**config.mk**
```make
export PLATFORM = sky130hd
export DESIGN_NAME = square_game_ctrl
export DESIGN_NICKNAME = d
export VERILOG_FILES = /design/src/rtl/square_game_ctrl.sv
export SDC_FILE = /design/constraint.sdc
export NUM_CORES = 1
export LEC_CHECK = 0
export ABC_AREA = 1
export CAP_MARGIN = 25
export CORE_UTILIZATION = 45
export DETAILED_ROUTE_END_ITERATION = 16
export PLACE_DENSITY_LB_ADDON = 0.1
export RECOVER_POWER = 50
export SETUP_SLACK_MARGIN = 0.3
export SYNTH_ARGS = -nofsm -noshare
export SYNTH_HDL_FRONTEND = slang
export SYNTH_SLANG_ARGS = --single-unit
```
**constraint.sdc**
```tcl
create_clock -name clk -period 1.8 [get_ports clk]
set_clock_uncertainty 0.1 [all_clocks]
set_input_delay 0.36 -clock clk [delete_from_list [all_inputs] [get_ports clk]]
set_output_delay 0.36 -clock clk [all_outputs]
set_load 0.005 [all_outputs]
```
**src/rtl/square_game_ctrl.sv**
```systemverilog
// Frame-synchronous square/score controller: moves the square once per frame,
// detects goal crossings and sequences PLAY -> HOLD -> (PLAY | OVER).
module square_game_ctrl #(
  parameter int SCREEN_W    = 640,
  parameter int SCREEN_H    = 480,
  parameter int SQ_SIZE     = 50,
  parameter int START_X     = 270,
  parameter int START_Y     = 240,
  parameter int LEFT_GOAL   = 160,
  parameter int RIGHT_GOAL  = 430,
  parameter int HOLD_FRAMES = 60,
  parameter int WIN_SCORE   = 7
) (
  input  logic       clk,
  input  logic       reset,
  input  logic       screen_end,
  input  logic       btn_left,
  input  logic       btn_right,
  input  logic       btn_up,
  input  logic       btn_down,
  input  logic       restart,
  output logic [9:0] sq_left,
  output logic [9:0] sq_right,
  output logic [8:0] sq_top,
  output logic [8:0] sq_bottom,
  output logic [7:0] left_score,
  output logic [7:0] right_score,
  output logic       point_left,
  output logic       point_right,
  output logic [1:0] state
);

  typedef enum logic [1:0] {
    ST_PLAY = 2'd0,
    ST_HOLD = 2'd1,
    ST_OVER = 2'd2
  } state_t;

  localparam int HCW = (HOLD_FRAMES > 1) ? $clog2(HOLD_FRAMES) : 1;

  localparam logic [9:0]     X_START   = 10'(START_X);
  localparam logic [9:0]     X_MAX     = 10'(SCREEN_W - SQ_SIZE);
  localparam logic [9:0]     X_LGOAL   = 10'(LEFT_GOAL);
  localparam logic [9:0]     X_RGOAL   = 10'(RIGHT_GOAL);
  localparam logic [8:0]     Y_START   = 9'(START_Y);
  localparam logic [8:0]     Y_MAX     = 9'(SCREEN_H - SQ_SIZE);
  localparam logic [7:0]     WIN       = 8'(WIN_SCORE);
  localparam logic [HCW-1:0] HOLD_LOAD = HCW'(HOLD_FRAMES - 1);

  state_t         state_q;
  logic [9:0]     x_q;
  logic [8:0]     y_q;
  logic [HCW-1:0] hold_cnt;
  logic           screen_end_q;
  logic           tick;

  // One tick per rising edge of screen_end, however long the level stays high.
  assign tick = screen_end & ~screen_end_q;

  assign sq_left   = x_q;
  assign sq_right  = x_q + 10'(SQ_SIZE);
  assign sq_top    = y_q;
  assign sq_bottom = y_q + 9'(SQ_SIZE);
  assign state     = state_q;

  // NOTE: every register here uses non-blocking assignment so all branches
  // read the pre-update values of x_q, y_q and the scores within one edge.
  always_ff @(posedge clk or posedge reset) begin
    if (reset) begin
      state_q      <= ST_PLAY;
      x_q          <= X_START;
      y_q          <= Y_START;
      left_score   <= '0;
      right_score  <= '0;
      hold_cnt     <= '0;
      point_left   <= 1'b0;
      point_right  <= 1'b0;
      screen_end_q <= 1'b0;
    end else begin
      screen_end_q <= screen_end;
      point_left   <= 1'b0;
      point_right  <= 1'b0;

      unique case (state_q)
        ST_PLAY: begin
          if (tick) begin
            if (x_q < X_LGOAL) begin
              right_score <= right_score + 8'd1;
              point_right <= 1'b1;
              hold_cnt    <= HOLD_LOAD;
              state_q     <= ST_HOLD;
            end else if (x_q > X_RGOAL) begin
              left_score  <= left_score + 8'd1;
              point_left  <= 1'b1;
              hold_cnt    <= HOLD_LOAD;
              state_q     <= ST_HOLD;
            end else if (btn_left) begin
              // A pressed direction at its limit still blocks lower priorities.
              if (x_q != 10'd0) x_q <= x_q - 10'd1;
            end else if (btn_right) begin
              if (x_q < X_MAX) x_q <= x_q + 10'd1;
            end else if (btn_up) begin
              if (y_q != 9'd0) y_q <= y_q - 9'd1;
            end else if (btn_down) begin
              if (y_q < Y_MAX) y_q <= y_q + 9'd1;
            end
          end
        end

        ST_HOLD: begin
          if (tick) begin
            if (hold_cnt == '0) begin
              x_q     <= X_START;
              y_q     <= Y_START;
              state_q <= (left_score == WIN || right_score == WIN) ? ST_OVER : ST_PLAY;
            end else begin
              hold_cnt <= hold_cnt - HCW'(1);
            end
          end
        end

        ST_OVER: begin
          if (restart) begin
            left_score  <= '0;
            right_score <= '0;
            x_q         <= X_START;
            y_q         <= Y_START;
            state_q     <= ST_PLAY;
          end
        end

        default: state_q <= ST_PLAY;
      endcase
    end
  end

endmodule

```
==> results.py, run 1 <==
metrics = {
    "pwr": {
        "p_leak_uw": 0.00347,
        "internal_power_uw": 6880,
        "vdd_ir_drop_max_v": 0.00132,
        "combPwrFrac": 0.798,
        "clockPowerShare": 0.055,
        "swShare": 0.466,
        "total_power_uw": 12900,
        "power_density_nw_per_um2": 1890,
        "p_switching_uw": 6010,
        "pwr-share-seq": 0.147,
    },
    "setup_path": {
        "max_stage_delay_ns": 0.59,
        "slowest_stage": "dfstp_2",
        "cp_common_cell": "buf_4",
        "cp_data_required_time_ns": 1.34,
        "ff2ff_setup_slack_ns": -0.35,
        "reg2reg_from": "sq_left[1]$_DFFE_PP1P_",
        "critPathKind": "register to output port",
        "end_kind": "output port",
        "critPathArrivalTime_ns": 1.69,
        "cp-endpoint": "sq_right[6]",
        "cp-start-kind": "register",
        "worstPathCellList": "buf_4, nand3_4, buf_4, nand2_4, xor2_2, buf_2",
        "startpoint": "sq_left[1]$_DFFE_PP1P_",
        "path_max_fanout": 4,
        "worstRegToRegCells": 11,
        "reg2reg_to": "sq_top[1]$_DFFE_PP0P_",
    },
    "cts": {
        "htreeDepth": 2,
        "cts_inserted_buffers": 5,
        "clkTransAtPathRegs_ns": 0.10,
        "clock-sinks": 46,
        "cts_root_buffer": "clkbuf_8",
        "clk_latency_ns": 0.32,
        "hold_buffers": 0,
        "clock_path_buffers": 2,
        "cts_tree": "built",
    },
    "timing": {
        "tightest_slew_ns": 1.25,
        "finalSetupTns_ns": -13.34,
        "setup_violations": 61,
        "max_freq_mhz": 465,
        "finalCriticalPeriod_ns": 2.15,
        "worst_slack_ns": -0.348,
        "hold_viol_final": 0,
        "rsz0062_at_grt": "true",
        "relSlewSlack": 0.167,
        "period_share": 1.19,
        "hold-worst-slack_ns": 0.482,
        "slew_violations": 0,
    },
    "cells_and_area": {
        "final_util": 0.823,
        "regArea_um2": 1170,
        "syn2layout_area_growth_pct": 75.9,
        "multi_input_area_um2": 3020,
        "nets": 830,
        "drive_gt1_frac": 0.455,
        "fill_cells": 498,
    },
    "hold_path": {
        "hold-path-cell-count": 2,
        "hp-class": "register to register",
    },
    "floorplanning": {
        "io_pins": 66,
        "dieHeight_um": 94.9,
        "row_count": 33,
        "dieArea_um2": 9010,
        "start_util": 0.468,
        "core_area_um2": 8300,
        "die_w_um": 94.9,
    },
    "detailed_routing": {
        "viasPerCell": 5.58,
        "routed-via-count": 5037,
        "drc_errors": 0,
        "wirelength_mm": 15.6,
        "antenna_left": 0,
        "first_iter_violations": 319,
        "wire_per_inst_um": 17.3,
        "drt_first_pass_iters": 7,
    },
    "synthesis": {
        "synth-async-reset-ratio": 1.00,
        "syn-cell-area_um2": 3880,
        "avgSynthCellArea_um2": 6.90,
        "synthAdderAreaFrac": 0.0876,
        "synth_flop_cell": "dfrtp_1",
        "yosys_warnings": 0,
        "netlist_instances": 563,
        "synthDistinctLibCells": 35,
        "yosysMostFrequentCell": "nand2_1",
        "synth_area_leader_cell": "dfrtp_1",
        "muxShareOfSynthArea": 0,
        "synthTopCellsByCount": "nand2_1, inv_1, nor2_1",
        "ys_seq_area_frac": 0.299,
        "synth_compound_area_frac": 0.109,
        "synth-edff-count": 0,
        "syn-num-nets": 597,
        "synth_area_leaders": "dfrtp_1, nand2_1, ha_1",
        "synth_top_family_by_area": "simple AND/OR/NAND/NOR gates",
        "yosys.area_share.simple": 0.359,
        "synth_xor_area_frac": 0.0496,
        "synth_top_area_frac": 0.245,
        "yosys_register_bits": 46,
    },
    "run": {
        "maxCapViolCount": 0,
    },
    "global_route": {
        "grt_max_degree": 47,
        "grt_usage": 0.306,
        "grt_pass1_vias": 4706,
        "grt_pass1_wl_mm": 21.5,
        "grt_overflow_total": 0,
        "antenna_found_initial": 1,
    },
    "placement": {
        "pre_cts_ws_ns": -0.459,
        "gp_congestion": 0.867,
        "dp.final_hpwl_mm": 8.27,
        "io_buffers": 65,
    },
    "run_status": {
        "violations": "setup timing",
        "status": "complete, but fails checks",
    },
}
-- state kept, by name (all words and copies together) (netlist names) --
| name | cells |
|---|---|
| sq_left | 10 |
| state | 2 |
| hold_cnt | 6 |
| point_left | 1 |
| right_score | 8 |
| left_score | 8 |
| sq_top | 9 |
| screen_end_q | 1 |
| point_right | 1 |
-- worst min-delay path by stage --
stage / from / endpoint / slack (ns)
finish: hold_cnt[5]$_DFFE_PP0P_ / hold_cnt[5]$_DFFE_PP0P_ / 0.48
detailed placement: left_score[6]$_DFFE_PP0P_ / left_score[6]$_DFFE_PP0P_ / 0.40
floorplan: reset / hold_cnt[0]$_DFFE_PP0P_ / 0.27
global route: hold_cnt[5]$_DFFE_PP0P_ / hold_cnt[5]$_DFFE_PP0P_ / 0.51
CTS: reset / right_score[1]$_DFFE_PP0P_ / 0.34
global placement: sq_left[3]$_DFFE_PP1P_ / sq_left[3]$_DFFE_PP1P_ / 0.40
-- logic make-up after synthesis --
| group | Yosys count |
|---|---|
| compound gates | 68 |
| xor+xnor | 22 |
| buf+inv | 83 |
| simple gates | 318 |
| fa+ha+maj | 26 |
| flops | 46 |
-- area by class of cell --
cell class,count,share of cell area
repair buffers,236,0.313
multi-input cells,438,0.442
clock inverters,3,0.00348
diodes,1,0.000366
well taps,105,0.0192
flip-flops and latches,46,0.172
inverters,69,0.0405
clock buffers,5,0.0101
-- timing repair --
action,CTS,global route
setup buffers,60,12
resized for setup,329,66
gates cloned,5,0
setup endpoints to repair,102,81
pin swaps,40,46
-- placed cells by master (no fill, tap or decap), drive strengths merged, types with 3 or more instances in the layout --
master | Yosys | layout
ha | 24 | 24
dfstp | 8 | 8
clkdlybuf4s15 | 0 | 4
clkdlybuf4s50 | 0 | 5
clkinvlp | 0 | 3
nand3 | 44 | 44
a21oi | 15 | 15
or2 | 5 | 5
dfrtp | 38 | 38
xor2 | 15 | 15
o21bai | 10 | 10
inv | 68 | 68
dlygate4sd2 | 0 | 19
clkbuf | 3 | 6
o21ai | 41 | 41
nand3b | 3 | 3
xnor2 | 7 | 7
nand4 | 14 | 14
nor2 | 52 | 54
buf | 11 | 205
nand2 | 188 | 190
nor3 | 12 | 12
-- critical path, delay by kind of cell, from the launching register on --
family | cells | cell delay, ns
xor gates and xnor gates | 1 | 0.18
and+or+nand+nor | 2 | 0.16
DFF | 1 | 0.59
buffers and inverters | 3 | 0.44
-- layer usage --
| layer | share of wire | up-vias | global-route usage |
|---|---|---|---|
| li1 | - | 2276 | - |
| met1 | 0.39 | 2366 | 0.384 |
| met2 | 0.49 | 307 | 0.537 |
| met3 | 0.075 | 88 | 0.0459 |
| met4 | 0.048 | 0 | 0.0972 |
| met5 | 0 | - | 0 |
-- power by group through the flow --
stage	clock network, uW	logic [uW]	registers [uW]
6_report	713	10300	1900
5_1_grt	742	10900	1940
4_1_cts	709	8960	1840
3_5_place_dp	0	7010	1960
3_3_place_gp	0	6870	1960
2_1_floorplan	0	3590	2000
-- metrics by stage --
step	area [um2]	instances
final	6830	903
after global routing	6830	902
after CTS	6460	890
after detailed placement	5390	817
after global placement	5390	817
after floorplan	3950	563
Power figures use the tool's default switching activity.
==> run 2: changes to the inputs <==
--- a/config.mk
+++ b/config.mk
@@ -11,6 +11,7 @@
 export DETAILED_ROUTE_END_ITERATION = 16
 export PLACE_DENSITY_LB_ADDON = 0.1
 export RECOVER_POWER = 50
+export REMOVE_ABC_BUFFERS = 1
 export SETUP_SLACK_MARGIN = 0.3
 export SYNTH_ARGS = -nofsm -noshare
 export SYNTH_HDL_FRONTEND = slang
==> results.py, run 2 (synthesis gave the netlist of run 1 again) <==
metrics = {
    "run_status": {
        "status": "complete, but fails checks",
        "violations": "setup timing",
    },
    "hold_path": {
        "min_from": "hold_cnt[0]$_DFFE_PP0P_",
        "hp-class": "register to register",
    },
    "placement": {
        "pre_cts_ws_ns": -0.544,
        "dp_cells": 810,
        "io_buffers": 65,
        "gp_congestion": 0.895,
        "dp.final_hpwl_mm": 7.95,
    },
    "cells_and_area": {
        "layout_common_cells": "nand2_1, buf_4, buf_6",
        "largest_reg_flops": 10,
        "final_util": 0.791,
        "syn2layout_area_growth_pct": 69.1,
        "fill_cells": 556,
        "final_cells": 883,
        "antennaDiodeCount": 0,
        "final_common_cell": "nand2_1",
        "drive_gt1_frac": 0.442,
        "nets": 811,
    },
    "setup_path": {
        "worstPathCellList": "buf_6, nand3_4, a21oi_4, xor2_2, buf_2",
        "startpoint": "sq_left[1]$_DFFE_PP1P_",
        "end_kind": "output port",
        "path_max_fanout": 4,
        "critPathArrivalTime_ns": 1.64,
        "max_stage_delay_ns": 0.59,
        "slowest_stage": "dfstp_2",
        "cp_data_required_time_ns": 1.34,
        "cp-start-kind": "register",
        "reg2reg_from": "sq_left[1]$_DFFE_PP1P_",
        "critPathKind": "register to output port",
    },
    "floorplanning": {
        "io_pins": 66,
        "start_util": 0.468,
        "dieHeight_um": 94.9,
        "row_count": 33,
        "die_w_um": 94.9,
        "core_area_um2": 8300,
        "dieArea_um2": 9010,
    },
    "run": {
        "maxCapViolCount": 0,
    },
    "cts": {
        "clock_path_buffers": 2,
        "clock-sinks": 46,
        "cts_tree": "built",
        "htreeDepth": 2,
        "cts_inserted_buffers": 5,
        "hold_buffers": 0,
        "clkTransAtPathRegs_ns": 0.10,
        "clk_latency_ns": 0.31,
        "cts_root_buffer": "clkbuf_8",
    },
    "detailed_routing": {
        "wire_per_inst_um": 15.6,
        "first_iter_violations": 172,
        "viasPerCell": 5.24,
        "drt_first_pass_iters": 4,
        "antenna_left": 0,
        "routed-via-count": 4628,
        "wirelength_mm": 13.8,
        "drc_errors": 0,
    },
    "global_route": {
        "grt_max_degree": 47,
        "antenna_found_initial": 0,
        "grt_pass1_wl_mm": 21.1,
        "grt_usage": 0.301,
        "grt_overflow_total": 0,
        "grt_pass1_vias": 4600,
    },
    "timing": {
        "slew_violations": 0,
        "max_freq_mhz": 475,
        "setup_violations": 51,
        "finalSetupTns_ns": -9.49,
        "rsz0062_at_grt": "true",
        "finalCriticalPeriod_ns": 2.10,
        "worst_slack_ns": -0.304,
        "period_share": 1.17,
        "tightest_slew_ns": 1.20,
        "relSlewSlack": 0.199,
        "hold_viol_final": 0,
    },
    "pwr": {
        "p_leak_uw": 0.00334,
        "vdd_ir_drop_max_v": 0.00102,
        "power_density_nw_per_um2": 1850,
    },
}
## run 2: cell count changes in the layout (fill, tap and decap cells not counted), moves of 5 or more
cell / before / now
buf_2: 15 / 20
buf_4: 108 / 101
buf_6: 77 / 62
ha_1: 18 / 13
inv_2: 6 / 11
nand2_2: 13 / 34
nand2_4: 25 / 8
o21ai_1: 7 / 19
o21ai_2: 26 / 14
## run 2: stage by stage
stage          hold slack [ns]  power, uW  cell area [um2]
2_1_floorplan            0.291       5250             3770
3_3_place_gp             0.390       8590             5290
3_5_place_dp             0.397       8720             5290
4_1_cts                  0.313      11200             6310
5_1_grt                  0.451      13000             6570
6_report                 0.418      12200             6570
## run 2: area by class of cell
cell class	instances	area, um2	share of cell area
sequential	46	1170	0.178
timing repair buffer	219	1950	0.297
inverter	69	269	0.0410
multi-input combinational	436	2940	0.447
clock buffer	6	72.6	0.0110
clock inverter	2	37.5	0.00572
tap	105	131	0.0200
## run 2: power by group
part / internal, uW / total [uW] / switching [uW]
combinational: 4770 / 9450 / 4680
clock: 416 / 814 / 399
sequential: 1510 / 1880 / 375
## run 2: what timing repair did
| item | 4_1_cts | 5_1_grt |
|---|---|---|
| resized for setup | 324 | 53 |
| endpoints found under the setup margin | 102 | 78 |
| gates cloned | 4 | 1 |
| pin swaps | 51 | 27 |
| setup buffers | 54 | 6 |
## run 2: final timing paths
check,end,slack (ns),cells past startpoint
max in group asynchronous,sq_left[0]$_DFFE_PP0P_,0.01,3
min in group asynchronous,left_score[1]$_DFFE_PP0P_,0.77,3
max reg2reg,sq_left[9]$_DFFE_PP0P_,-0.28,10
min,hold_cnt[0]$_DFFE_PP0P_,0.42,2
min reg2reg,hold_cnt[0]$_DFFE_PP0P_,0.42,2
max,sq_right[8],-0.30,5
## run 2: routing by layer
metal  track usage  routed length (um)
met2         0.563                7290
met4         0.101                 373
met5             0                   0
met3        0.0435                 725
met1         0.346                5370
## run 2: critical path, delay by kind of cell, from the launching register on
family	cells	cell delay [ns]
compound gates	1	0.17
buf+inv	2	0.28
flops	1	0.59
xor+xnor	1	0.17
simple gates	1	0.12
